`config.mk`:
```
export PLATFORM = sky130hd
export DESIGN_NAME = fifo_sync_mc
export DESIGN_NICKNAME = d
export VERILOG_FILES = /design/src/rtl/fifo_sync_mc.sv
export SDC_FILE = /design/constraint.sdc
export NUM_CORES = 1
export LEC_CHECK = 0
export BUFFER_PORTS_ARGS = -buffer_cell sky130_fd_sc_hd__buf_2
export CAP_MARGIN = 30
export CORE_ASPECT_RATIO = 1.25
export CORE_MARGIN = 3
export CORE_UTILIZATION = 26
export DETAILED_ROUTE_END_ITERATION = 10
export HOLD_SLACK_MARGIN = 0.05
export MAX_ROUTING_LAYER = met4
export PLACE_DENSITY_LB_ADDON = 0.25
export SLEW_MARGIN = 20
export SYNTH_ARGS = -nofsm -noshare
export SYNTH_HDL_FRONTEND = slang
export SYNTH_SLANG_ARGS = --single-unit
```
`constraint.sdc`:
```
create_clock -name clk -period 7.9 [get_ports clk]
set_input_delay 0.79 -clock clk [delete_from_list [all_inputs] [get_ports clk]]
set_output_delay 0.79 -clock clk [all_outputs]
set_load 0.01 [all_outputs]
```
`src/rtl/fifo_sync_mc.sv`:
```
// Purpose : single-clock multi-lane FIFO; NUM_CH lanes share pointers and push/pop in lockstep.
// Latency : registered read, data_out/rd_valid one clk after an accepted pop; no write-through.
// Backpr. : no stall path; pushes into full and pops from empty are dropped, full/empty tell the producer/consumer.
//
// Optional feature macro: FIFO_ERR_FLAGS_EN adds sticky ovf_err/udf_err outputs.
//
// Ports:
//   clk       rising-edge clock
//   rst       asynchronous active-high reset
//   clr       synchronous flush (pointers, count, read output to zero); wins over wr_en/rd_en
//   wr_en     push request
//   rd_en     pop request
//   rd_hold   with rd_en: read the head entry without consuming it (replay)
//   data_in   NUM_CH*DATA_WIDTH write lanes, ch0 in the LSBs
//   data_out  NUM_CH*DATA_WIDTH registered read lanes, zero when no read happened
//   rd_valid  data_out carries a word read in the previous cycle
//   full      count == FIFO_DEPTH
//   empty     count == 0
//   count     number of stored entries (ADD_WIDTH+1 bits)
//   ovf_err   (FIFO_ERR_FLAGS_EN) sticky: a push was refused
//   udf_err   (FIFO_ERR_FLAGS_EN) sticky: a pop was attempted on an empty FIFO

module fifo_sync_mc #(
    parameter int DATA_WIDTH = 16,
    parameter int NUM_CH     = 4,
    parameter int FIFO_DEPTH = 10,
    parameter int ADD_WIDTH  = 4
) (
    input  logic                         clk,
    input  logic                         rst,
    input  logic                         clr,
    input  logic                         wr_en,
    input  logic                         rd_en,
    input  logic                         rd_hold,
    input  logic [NUM_CH*DATA_WIDTH-1:0] data_in,
    output logic [NUM_CH*DATA_WIDTH-1:0] data_out,
    output logic                         rd_valid,
    output logic                         full,
    output logic                         empty,
    output logic [ADD_WIDTH:0]           count
`ifdef FIFO_ERR_FLAGS_EN
    ,
    output logic                         ovf_err,
    output logic                         udf_err
`endif
);

    localparam int                    WORD_W    = NUM_CH * DATA_WIDTH;
    localparam logic [ADD_WIDTH-1:0]  LAST_PTR  = ADD_WIDTH'(FIFO_DEPTH - 1);
    localparam logic [ADD_WIDTH:0]    DEPTH_CNT = (ADD_WIDTH + 1)'(FIFO_DEPTH);

    // Pointers wrap at FIFO_DEPTH-1 rather than at a power of two, so the
    // depth can be any value >= 2.
    function automatic logic [ADD_WIDTH-1:0] ptr_inc(input logic [ADD_WIDTH-1:0] p);
        return (p == LAST_PTR) ? '0 : p + 1'b1;
    endfunction

    logic [ADD_WIDTH-1:0] wr_ptr_q, wr_ptr_d;
    logic [ADD_WIDTH-1:0] rd_ptr_q, rd_ptr_d;
    logic [ADD_WIDTH:0]   count_q, count_d;
    logic                 rd_valid_q, rd_valid_d;
    logic [WORD_W-1:0]    data_out_q, data_out_d;

    logic                 empty_w;
    logic                 full_w;
    logic                 rd_acc;
    logic                 rd_pop;
    logic                 wr_acc;
    logic                 mem_we;
    logic [WORD_W-1:0]    rd_word;

    // Status is decoded from the registered count only; with a non-power-of-2
    // depth a pointer compare would need an extra wrap bit anyway.
    assign empty_w = (count_q == '0);
    assign full_w  = (count_q == DEPTH_CNT);

    assign rd_acc  = rd_en & ~empty_w;
    // A hold read leaves the head entry in place, so it frees no slot.
    assign rd_pop  = rd_acc & ~rd_hold;
    // A full FIFO can still take a push when a consuming pop frees a slot in
    // the same cycle; a push alongside a pop on an empty FIFO is accepted
    // while the pop is refused (no bypass).
    assign wr_acc  = wr_en & (~full_w | rd_pop);
    assign mem_we  = wr_acc & ~clr;

    // Per-lane storage; memory is deliberately not reset. A read and a write
    // to the same address in one cycle return the old contents because the
    // read is sampled from the array before the write lands.
    for (genvar ch = 0; ch < NUM_CH; ch++) begin : g_lane
        logic [DATA_WIDTH-1:0] mem [FIFO_DEPTH];

        always_ff @(posedge clk) begin
            if (mem_we) begin
                mem[wr_ptr_q] <= data_in[ch*DATA_WIDTH +: DATA_WIDTH];
            end
        end

        assign rd_word[ch*DATA_WIDTH +: DATA_WIDTH] = mem[rd_ptr_q];
    end

    always_comb begin
        wr_ptr_d   = wr_ptr_q;
        rd_ptr_d   = rd_ptr_q;
        count_d    = count_q;
        rd_valid_d = 1'b0;
        data_out_d = '0;

        if (clr) begin
            wr_ptr_d = '0;
            rd_ptr_d = '0;
            count_d  = '0;
        end else begin
            if (wr_acc) begin
                wr_ptr_d = ptr_inc(wr_ptr_q);
            end
            if (rd_acc) begin
                rd_valid_d = 1'b1;
                data_out_d = rd_word;
            end
            if (rd_pop) begin
                rd_ptr_d = ptr_inc(rd_ptr_q);
            end
            // Push and consuming pop together leave the occupancy unchanged.
            if (wr_acc && !rd_pop) begin
                count_d = count_q + 1'b1;
            end else if (!wr_acc && rd_pop) begin
                count_d = count_q - 1'b1;
            end
        end
    end

    always_ff @(posedge clk or posedge rst) begin
        if (rst) begin
            wr_ptr_q   <= '0;
            rd_ptr_q   <= '0;
            count_q    <= '0;
            rd_valid_q <= 1'b0;
            data_out_q <= '0;
        end else begin
            wr_ptr_q   <= wr_ptr_d;
            rd_ptr_q   <= rd_ptr_d;
            count_q    <= count_d;
            rd_valid_q <= rd_valid_d;
            data_out_q <= data_out_d;
        end
    end

    assign data_out = data_out_q;
    assign rd_valid = rd_valid_q;
    assign count    = count_q;
    assign full     = full_w;
    assign empty    = empty_w;

`ifdef FIFO_ERR_FLAGS_EN
    logic ovf_err_q, ovf_err_d;
    logic udf_err_q, udf_err_d;

    // Sticky error capture; only rst or clr clears them.
    always_comb begin
        ovf_err_d = ovf_err_q;
        udf_err_d = udf_err_q;
        if (clr) begin
            ovf_err_d = 1'b0;
            udf_err_d = 1'b0;
        end else begin
            if (wr_en && !wr_acc) begin
                ovf_err_d = 1'b1;
            end
            if (rd_en && empty_w) begin
                udf_err_d = 1'b1;
            end
        end
    end

    always_ff @(posedge clk or posedge rst) begin
        if (rst) begin
            ovf_err_q <= 1'b0;
            udf_err_q <= 1'b0;
        end else begin
            ovf_err_q <= ovf_err_d;
            udf_err_q <= udf_err_d;
        end
    end

    assign ovf_err = ovf_err_q;
    assign udf_err = udf_err_q;
`endif

endmodule

```
==> results_dict.tcl <==
set metrics [dict create \
    drive_gt1_share_pct 29.97 \
    gr-usage-all-layers_pct 12.44 \
    grt_max_degree 89 \
    critPathLaunchType "flop" \
    place_inst 2719 \
    hold_viol 0 \
    finalSetupTns_ps 0 \
    instances_no_fill 2863 \
    clockRootBuffer "clkbuf_16" \
    netlist_area_sq_um 27200 \
    path_class "flop to flop" \
    nets 1534 \
    power_frac_seq_pct 48.9 \
    ys.warnings.count 0 \
    clock_skew_ps 30.18 \
    wl_microns 64880 \
    wl_per_cell_microns 22.66 \
    cts.sinks 718 \
    synth.top_cell.area_share_pct 70.66 \
    ys_types 50 \
    die_h_microns 367.6 \
    setup_viol 0 \
    cts_setup_buffers 0 \
    path_clk_slew_ps 70 \
    synth_most_common_cell "edfxtp_1" \
    dp_hpwl_microns 36100 \
    synth_flop_cell "edfxtp_1" \
    vias 12940 \
    ant_nets 0 \
    start_util_pct 26.22 \
    design.die.area_sq_um 108500 \
    ir_drop_mv 0.1296 \
    die_x_microns 295.3 \
    relSlewSlack_pct 36.27 \
    p_per_area_nw_per_um2 274.2 \
    syn_inst 1279 \
    cts_hold_buf 0 \
    io_pins 142 \
    grt_pass1_vias 14180 \
    ys_ff_latch 718 \
    clockBufferDepth 3 \
    drt-initial-drc-count 751 \
    io_buffers 141 \
    syn2layout_area_growth_pct 18.31 \
    status "finished clean" \
    synth.area.top_cells "edfxtp_1 71%, mux4_2 11%, dfrtp_1 7.2%, a211oi_1 3.5%, mux2i_1 2.5%" \
    switching_share_pct 23.38 \
    post-route-period-util_pct 40.13 \
    fmax_ghz 0.3154 \
    globalRouteMet2Util_pct 21.00 \
    p_total_mw 8.822 \
    cts_tree "done" \
    crit_arrival_ps 3630 \
    antenna_found_initial 7 \
    synthTopCellsByCount "640 x edfxtp_1, 128 x a211oi_1, 128 x mux4_2" \
    yosysSeqAreaShare_pct 77.84 \
    vias_per_cell 4.519 \
    synth_edf_count 640 \
    power.switching_mw 2.063 \
    crit_path_end_kind "flop" \
    use_met1_pct 14.95 \
    internal_power_mw 6.759 \
    pwr-share-clk_pct 40.9 \
    h-tree-depth 3 \
    n_fill_cell 9979 \
    detailedRoute.firstPassIterationCount 5 \
    p_leak_nw 10.39 \
    rsz0062_at_grt "no" \
    cts_resized 0 \
    cp_max_fo 52 \
    worst_slew_pin_slew_ps 955.9 \
    period_minus_slack_ps 3170 \
    core-area_sq_um 103700 \
    pwr-share-comb_pct 10.2 \
    cap_violations 0 \
    cts_made_buffers 74 \
    grt_overflow 0 \
    rows 132 \
    cp_data_required_time_ps 8360 \
    gr-usage-met3_pct 2.564 \
    grt.busiest_layer "met2" \
    gp_congestion 0.7194 \
    async_reset_ff_share_pct 10.86 \
    final-max-slew-violation-count 0 \
    synth_top_cell_by_area "edfxtp_1" \
    grt_pass1_wl_microns 96610 \
    syn_area_per_cell_sq_um 21.26 \
    hold_class "input port to asynchronous set/reset pin" \
    drc_errors 0 \
    clock_latency_ps 630 \
    synth.net_count 1356 \
]
## placed cells by master, fill, tap and decap left out, drive strengths merged, types with 5 or more instances in the layout
cell type	netlist	routed
clkbuf	36	92
inv	6	11
ha	6	6
clkinv	1	30
bufinv	0	8
nor2b	69	69
mux4	128	128
edfxtp	640	640
a21oi	5	5
diode	0	5
nand2	7	7
nor2	11	11
dfrtp	78	78
mux2i	67	67
nor3	9	9
buf	41	178
a211oi	129	129
## worst max-delay path: stages (launching register included)
cell and delay (ps):
dfrtp_4 1050, buf_4 670, mux4_2 400, nor2b_1 150, a211oi_1 580, a211oi_1 120
## kinds of logic (layout without fill, tap and decap cells)
kind of cell,after synthesis,count (layout),synth area share (%)
flops,718,718,77.84
buf+inv,84,323,1.711
xor+xnor,4,4,0.1288
other cells,0,5,0
simple gates,112,112,2.415
mux,197,197,13.15
compound gates,157,157,4.407
fa+ha+maj,7,7,0.3496
## metal layers
| layer | share of wire [%] | wire (microns) |
|---|---|---|
| met3 | 4.3 | 2819 |
| met1 | 42 | 27210 |
| met5 | 0 | 0 |
| met4 | 2.5 | 1610 |
| met2 | 51 | 33240 |
## registers in the layout (all words and copies together) (netlist names)
signal      count
g_lane.mem    640
count           5
rd_valid        1
rd_ptr_q        4
data_out       64
wr_ptr_q        4
## through the flow
step | setup WS (ps) | hold WS, ps | cell area, sq um | utilization, %
5_1_grt | 4540 | 151.3 | 32180 | 31.02
6_report | 4730 | 152.9 | 32180 | 31.02
2_1_floorplan | -373.0 | 577.8 | 27200 | -
4_1_cts | 4594 | 125.3 | 32140 | 30.99
3_3_place_gp | 4314 | 593.9 | 29460 | 28.40
3_5_place_dp | 4272 | 603.5 | 29620 | 28.56
## area by class of cell
cell class / instances / area (sq um) / share of cell area [%]
inverters: 7 / 28.78 / 0.08943
diodes: 5 / 12.51 / 0.03888
flip-flops and latches: 718 / 21190 / 65.84
clock inverters: 46 / 501.7 / 1.559
clock buffers: 91 / 2018 / 6.272
repair buffers: 179 / 1129 / 3.507
well taps: 1340 / 1677 / 5.210
multi-input cells: 477 / 5627 / 17.49
## path summary, 6_finish.rpt
| path | cells after the start | to | start | slack, ps |
|---|---|---|---|---|
| setup / recovery | 5 | data_out[10] | rd_ptr_q[1] | 4730 |
| hold / removal | 2 | data_out[25] | rst | 150 |
| setup reg to reg | 5 | data_out[10] | rd_ptr_q[1] | 4730 |
| hold reg to reg | 2 | data_out[51] | g_lane[3].mem[8][3] | 590 |
| max in group asynchronous | 4 | data_out[50] | rst | 6610 |
| min in group clk | 1 | g_lane[2].mem[8][15] | data_in[47] | 460 |
## power groups by stage
stage	clock, mW	sequential (mW)	combinational, mW
3_3_place_gp	0	4.42	0.893
5_1_grt	3.88	4.32	0.997
2_1_floorplan	0	4.40	0.623
3_5_place_dp	0	4.40	0.932
4_1_cts	3.73	4.32	0.935
6_report	3.61	4.31	0.901
(Power assumes the default switching activity.)
